--- config.mk ---
export PLATFORM = sky130hd
export DESIGN_NAME = ws2812_pixel_serializer
export DESIGN_NICKNAME = d
export VERILOG_FILES = /design/src/rtl/ws2812_pkg.sv /design/src/rtl/ws2812_latch_timer.sv /design/src/rtl/ws2812_pixel_serializer.sv
export SDC_FILE = /design/constraint.sdc
export NUM_CORES = 1
export LEC_CHECK = 0
export CAP_MARGIN = 5
export CORE_MARGIN = 2
export CORE_UTILIZATION = 60
export DETAILED_ROUTE_END_ITERATION = 16
export DONT_BUFFER_PORTS = 1
export PLACE_DENSITY_LB_ADDON = 0.12
export SLEW_MARGIN = 15
export SYNTH_ARGS = -nofsm -noshare
export SYNTH_HDL_FRONTEND = slang
export SYNTH_SLANG_ARGS = --single-unit
--- constraint.sdc ---
create_clock -name clk -period 3.9 [get_ports clk]
set_clock_uncertainty 0.05 [all_clocks]
set_input_delay 0.78 -clock clk [delete_from_list [all_inputs] [get_ports clk]]
set_output_delay 0.78 -clock clk [all_outputs]
set_load 0.005 [all_outputs]
--- src/rtl/ws2812_pkg.sv ---
// Shared WS2812 definitions: encoder command encodings, symbol timing and serializer states.
package ws2812_pkg;

  localparam logic [1:0] CMD_IDLE  = 2'b00;
  localparam logic [1:0] CMD_TX    = 2'b01;
  localparam logic [1:0] CMD_RESET = 2'b10;

  localparam int SYMBOL_PERIOD_NS  = 1250;
  // 40 symbols of 1.25 us give the 50 us low time the LEDs need to latch
  localparam int MIN_RESET_SYMBOLS = 40;

  typedef enum logic [1:0] {
    ST_IDLE,
    ST_SHIFT,
    ST_STARVE,
    ST_LATCH
  } state_e;

endpackage

--- src/rtl/ws2812_latch_timer.sv ---
// Loadable down-counter advanced by symbol ticks; done_o is high while the count sits at zero.
module ws2812_latch_timer #(
  parameter int WIDTH = 6
) (
  input  logic             clk,
  input  logic             rst,
  input  logic             load_i,
  input  logic [WIDTH-1:0] load_val_i,
  input  logic             tick_i,
  output logic             done_o
);

  logic [WIDTH-1:0] count_q;
  logic [WIDTH-1:0] count_d;

  always_comb begin
    count_d = count_q;
    if (load_i) begin
      count_d = load_val_i;
    end else if (tick_i && (count_q != '0)) begin
      count_d = count_q - WIDTH'(1);
    end
  end

  always_ff @(posedge clk) begin
    if (rst) begin
      count_q <= '0;
    end else begin
      count_q <= count_d;
    end
  end

  assign done_o = (count_q == '0);

endmodule

--- src/rtl/ws2812_pixel_serializer.sv ---
// Streams pixels MSB-first into look-ahead encoder commands and appends the latch period per frame.
// Define WS2812_RGB_REORDER_EN to accept {R,G,B} pixels and reorder them to {G,R,B} at load.
module ws2812_pixel_serializer
  import ws2812_pkg::*;
#(
  parameter int PIXEL_BITS    = 24,
  parameter int RESET_SYMBOLS = 64
) (
  input  logic                  clk,
  input  logic                  rst,
  input  logic [PIXEL_BITS-1:0] pix_data,
  input  logic                  pix_valid,
  input  logic                  pix_last,
  output logic                  pix_ready,
  output logic [1:0]            cmd,
  output logic                  databit,
  input  logic                  cmd_req,
  output logic                  busy,
  output logic                  frame_done,
  output logic                  underrun
);

  localparam int BW = $clog2(PIXEL_BITS);
  localparam int LW = $clog2(RESET_SYMBOLS);

  if (RESET_SYMBOLS < MIN_RESET_SYMBOLS) begin : g_bad_reset_symbols
    $error("RESET_SYMBOLS must be at least %0d", MIN_RESET_SYMBOLS);
  end

  state_e                state_q;
  logic [PIXEL_BITS-1:0] shift_q;
  logic [BW-1:0]         bit_cnt_q;
  logic                  last_q;
  logic [1:0]            cmd_q;
  logic                  databit_q;
  logic                  rdy_q;
  logic                  busy_q;
  logic                  frame_done_q;
  logic                  underrun_q;

  logic [PIXEL_BITS-1:0] load_data;
  logic                  last_bit;
  logic                  reload_ready;
  logic                  accept;
  logic                  latch_load;
  logic                  latch_tick;
  logic                  latch_done;

`ifdef WS2812_RGB_REORDER_EN
  if (PIXEL_BITS != 24) begin : g_bad_reorder_width
    $error("WS2812_RGB_REORDER_EN requires PIXEL_BITS == 24");
  end
  assign load_data = {pix_data[15:8], pix_data[23:16], pix_data[7:0]};
`else
  assign load_data = pix_data;
`endif

  assign last_bit = (bit_cnt_q == '0);

  // Zero-bubble reload: the next pixel is taken on the same edge that consumes the last bit
  assign reload_ready = (state_q == ST_SHIFT) && cmd_req && last_bit && !last_q && !rst;
  assign pix_ready    = rdy_q | reload_ready;
  assign accept       = pix_valid && pix_ready;

  assign latch_load = (state_q == ST_SHIFT) && cmd_req && last_bit && last_q && !rst;
  assign latch_tick = (state_q == ST_LATCH) && cmd_req && !rst;

  ws2812_latch_timer #(
    .WIDTH (LW)
  ) u_latch_timer (
    .clk        (clk),
    .rst        (rst),
    .load_i     (latch_load),
    .load_val_i (LW'(RESET_SYMBOLS - 1)),
    .tick_i     (latch_tick),
    .done_o     (latch_done)
  );

  always_ff @(posedge clk) begin
    if (rst) begin
      state_q      <= ST_IDLE;
      shift_q      <= '0;
      bit_cnt_q    <= '0;
      last_q       <= 1'b0;
      cmd_q        <= CMD_IDLE;
      databit_q    <= 1'b0;
      rdy_q        <= 1'b0;
      busy_q       <= 1'b0;
      frame_done_q <= 1'b0;
      underrun_q   <= 1'b0;
    end else begin
      frame_done_q <= 1'b0;
      underrun_q   <= 1'b0;
      case (state_q)
        ST_IDLE, ST_STARVE: begin
          rdy_q <= 1'b1;
          cmd_q <= CMD_IDLE;
          if (accept) begin
            shift_q   <= load_data;
            bit_cnt_q <= BW'(PIXEL_BITS - 1);
            last_q    <= pix_last;
            cmd_q     <= CMD_TX;
            databit_q <= load_data[PIXEL_BITS-1];
            rdy_q     <= 1'b0;
            busy_q    <= 1'b1;
            state_q   <= ST_SHIFT;
          end
        end
        ST_SHIFT: begin
          if (cmd_req) begin
            if (!last_bit) begin
              shift_q   <= shift_q << 1;
              bit_cnt_q <= bit_cnt_q - BW'(1);
              databit_q <= shift_q[PIXEL_BITS-2];
            end else if (last_q) begin
              cmd_q     <= CMD_RESET;
              databit_q <= 1'b0;
              state_q   <= ST_LATCH;
            end else if (accept) begin
              shift_q   <= load_data;
              bit_cnt_q <= BW'(PIXEL_BITS - 1);
              last_q    <= pix_last;
              databit_q <= load_data[PIXEL_BITS-1];
            end else begin
              cmd_q      <= CMD_IDLE;
              databit_q  <= 1'b0;
              rdy_q      <= 1'b1;
              underrun_q <= 1'b1;
              state_q    <= ST_STARVE;
            end
          end
        end
        ST_LATCH: begin
          if (cmd_req && latch_done) begin
            cmd_q        <= CMD_IDLE;
            rdy_q        <= 1'b1;
            busy_q       <= 1'b0;
            frame_done_q <= 1'b1;
            state_q      <= ST_IDLE;
          end
        end
        default: begin
          state_q <= ST_IDLE;
        end
      endcase
    end
  end

  assign cmd        = cmd_q;
  assign databit    = databit_q;
  assign busy       = busy_q;
  assign frame_done = frame_done_q;
  assign underrun   = underrun_q;

endmodule

==> results.sh <==
export IMPL_firstDrtPassIters=4
export IMPL_wirelength_mm=5.137
export IMPL_grt_usage_pct=22.90
export IMPL_ctsResizeCount=0
export IMPL_wl_per_cell_um=15.61
export IMPL_synth_top_area_share_pct=34.83
export IMPL_finalSetupViolCount=0
export IMPL_ys_flop_type="dfxtp_1"
export IMPL_core_um2=4029
export IMPL_syn_area_per_cell_um2=8.720
export IMPL_synthToLayoutAreaGrowth_pct=3.464
export IMPL_synth_edf_count=0
export IMPL_cts_tree="yes"
export IMPL_clk_latency_ps=300
export IMPL_path_class="flop to flop"
export IMPL_fin_tns_setup_ps=0
export IMPL_p_sw_uw=294.6
export IMPL_ys_seq_area_share_pct=34.83
export IMPL_min_period_ps=2646
export IMPL_cts_reportedPaths_clkPinSlew_ps=80
export IMPL_num_io_pins=36
export IMPL_clkPwrFrac_pct=29.6
export IMPL_die_y_um=68.92
export IMPL_leakage_uw=0.0009221
export IMPL_num_antenna_cells=0
export IMPL_num_vias=2025
export IMPL_drive_gt1_share_pct=13.98
export IMPL_syn_inst=290
export IMPL_p_comb_share_pct=20.2
export IMPL_clock_sinks=44
export IMPL_synth_cell_types=52
export IMPL_irDropWorstVdd_mv=0.2216
export IMPL_critical_path_required_ps=4040
export IMPL_layout_nets=310
export IMPL_portBuffers=0
export IMPL_core_rowCount=23
export IMPL_rsz0062_at_grt="no"
export IMPL_async_flop_share_pct=0
export IMPL_detailedRoute_firstIterationViolations=168
export IMPL_via_per_inst=6.155
export IMPL_ant_nets=0
export IMPL_dp_hpwl_mm=3.262
export IMPL_cts_hold_fix_buffers=0
export IMPL_synthTopCellsByArea="dfxtp_1 (35%), mux2_4 (11%), a21oi_1 (6.3%), nand3_1 (6.1%), nor2b_1 (5.9%)"
export IMPL_synth_top_area_cell="dfxtp_1"
export IMPL_dp_cells=321
export IMPL_hold_class="flop to flop"
export IMPL_synth_warning_count=0
export IMPL_grt_pass1_vias=1850
export IMPL_slew_headroom_pct=46.83
export IMPL_arrival_ps=2790
export IMPL_cts_root_buf="clkbuf_8"
export IMPL_startpoint_type="flop"
export IMPL_fin_cells=329
export IMPL_max_freq_mhz=378.0
export IMPL_start_util_pct=62.76
export IMPL_wl_met2_mm=2.326
export IMPL_top_layer_used="met4"
export IMPL_critPathMaxFanout=12
export IMPL_globalplace_congestion=0.8189
export IMPL_worstSetupEndpointType="flop"
export IMPL_fillers=367
export IMPL_synth_seq_cells=44
export IMPL_drv_slew=0
export IMPL_cts_buffers=5
export IMPL_drv_cap=0
export IMPL_status="finished, final reports clean"
export IMPL_p_per_area_nw_per_um2=383.0
export IMPL_post_cts_setup_buffers=0
export IMPL_antenna_found_initial=0
export IMPL_m1WireLength_mm=2.479
export IMPL_p_sw_share_pct=29.40
export IMPL_routed_wl_met3_um=262
export IMPL_sequentialPowerShare_pct=50.2
export IMPL_die_area_um2=4750
export IMPL_syn_nets=322
export IMPL_hold_violations=0
export IMPL_p_int_uw=707.4
export IMPL_grt_pass1_wl_mm=8.273
export IMPL_drc_errors=0
export IMPL_htree_levels=2
export IMPL_worst_slew_pin_slew_ps=795.8
export IMPL_grt_overflow=0
export IMPL_syn_area_um2=2529
export IMPL_fp_dieW_um=68.92
export IMPL_grt_max_degree=65
export IMPL_fin_crit_sh_pct=67.84
export IMPL_clk_path_buf_depth=2
==> cells by family (layout without fill, tap and decap cells) <==
family | count (synthesis) | count (layout) | share of synthesized area [%]
and+or+nand+nor | 96 | 96 | 21.52
AOI/OAI and AO/OA | 88 | 88 | 22.07
DFF | 44 | 44 | 34.83
buffers and inverters | 32 | 21 | 5.542
muxes | 25 | 25 | 13.85
adders and majority gates | 3 | 3 | 1.485
xor gates and xnor gates | 2 | 2 | 0.6929
==> registers in the layout, indices dropped and copies added, names as in the netlist <==
signal	flops
cmd	2
frame_done	1
underrun	1
shift_q	23
databit	1
bit_cnt_q	5
last_q	1
state_q	2
u_latch_timer.count_q	6
rdy_q	1
busy	1
==> worst max-delay path, cell delays in order (launching register included) <==
cell	delay, ps
dfxtp_1	330
inv_1	100
ha_1	170
nor4b_4	410
nand4_1	310
a21oi_4	490
buf_4	350
mux2_4	320
==> stage by stage <==
stage / area, um2 / total power, uW / hold slack [ps] / worst slack [ps] / util, %
6_report: 2616 / 1002 / 433.3 / 1254 / 64.94
5_1_grt: 2616 / 1047 / 469.2 / 1089 / 64.94
4_1_cts: 2616 / 1012 / 436.0 / 1248 / 64.94
3_5_place_dp: 2526 / 715.3 / 424.4 / 1258 / 62.70
3_3_place_gp: 2526 / 711.7 / 414.4 / 1298 / 62.70
2_1_floorplan: 2529 / 686.0 / 401.1 / 1670 / -
==> worst paths after layout <==
check                                   from          to  slack [ps]  depth (start not counted)
worst min-delay path                  cmd[1]      cmd[1]         430                          2
worst min register to register        cmd[1]      cmd[1]         430                          2
worst max-delay path            bit_cnt_q[0]  shift_q[3]        1250                          7
worst max register to register  bit_cnt_q[0]  shift_q[3]        1250                          7
==> layer usage <==
layer / GRT usage (%) / vias to the layer above
met5: 0 / -
met4: 8.333 / 0
met3: 5.357 / 7
met2: 35.10 / 45
met1: 31.33 / 941
li1: - / 1032
==> cell usage after synthesis, types with 3 or more instances <==
| library cell | instances |
|---|---|
| a211oi_1 | 4 |
| o21ai_0 | 27 |
| mux2_4 | 19 |
| a21oi_1 | 32 |
| or3_1 | 3 |
| dfxtp_1 | 44 |
| nand2_1 | 7 |
| clkbuf_1 | 16 |
| nor2b_1 | 24 |
| ha_1 | 3 |
| nand3_1 | 31 |
| nor3_1 | 4 |
| mux2_2 | 4 |
| inv_1 | 7 |
| nor3b_1 | 3 |
| nor2_1 | 11 |
| buf_1 | 4 |
| nand2b_1 | 3 |
==> layout make-up <==
type                            count  area (um2)  area share (%)
Clock buffer                        8       90.09           3.443
Inverter                            8       30.03           1.148
Multi-Input combinational cell    214        1515           57.91
Sequential cell                    44       880.8           33.67
Tap cell                           50       62.56           2.391
Timing Repair Buffer                5       37.54           1.435
==> power groups by stage <==
stage / Combinational, uW / Sequential, uW / Clock, uW
2_1_floorplan: 184 / 502 / 0
5_1_grt: 223 / 507 / 317
3_5_place_dp: 203 / 512 / 0
4_1_cts: 204 / 502 / 306
6_report: 203 / 503 / 296
3_3_place_gp: 200 / 512 / 0
==> layout by cell type (no fill, tap or decap), types with 2 or more instances in the layout <==
cell	n
a311oi_1	2
o41ai_1	2
nand3b_1	2
o31ai_1	2
a2111oi_0	2
or3_1	3
nand2_1	7
mux2_4	19
dfxtp_1	44
clkbuf_8	6
ha_1	3
nor3_1	4
nand3_1	31
o21ai_0	27
inv_1	7
nor3b_1	3
mux2i_1	2
o2111ai_1	2
a211oi_1	4
mux2_2	4
o211a_1	2
a21oi_1	32
clkbuf_1	2
nand2b_1	3
buf_4	5
xnor2_1	2
nor2_1	11
nor2b_1	24
(Power assumes the default switching activity.)
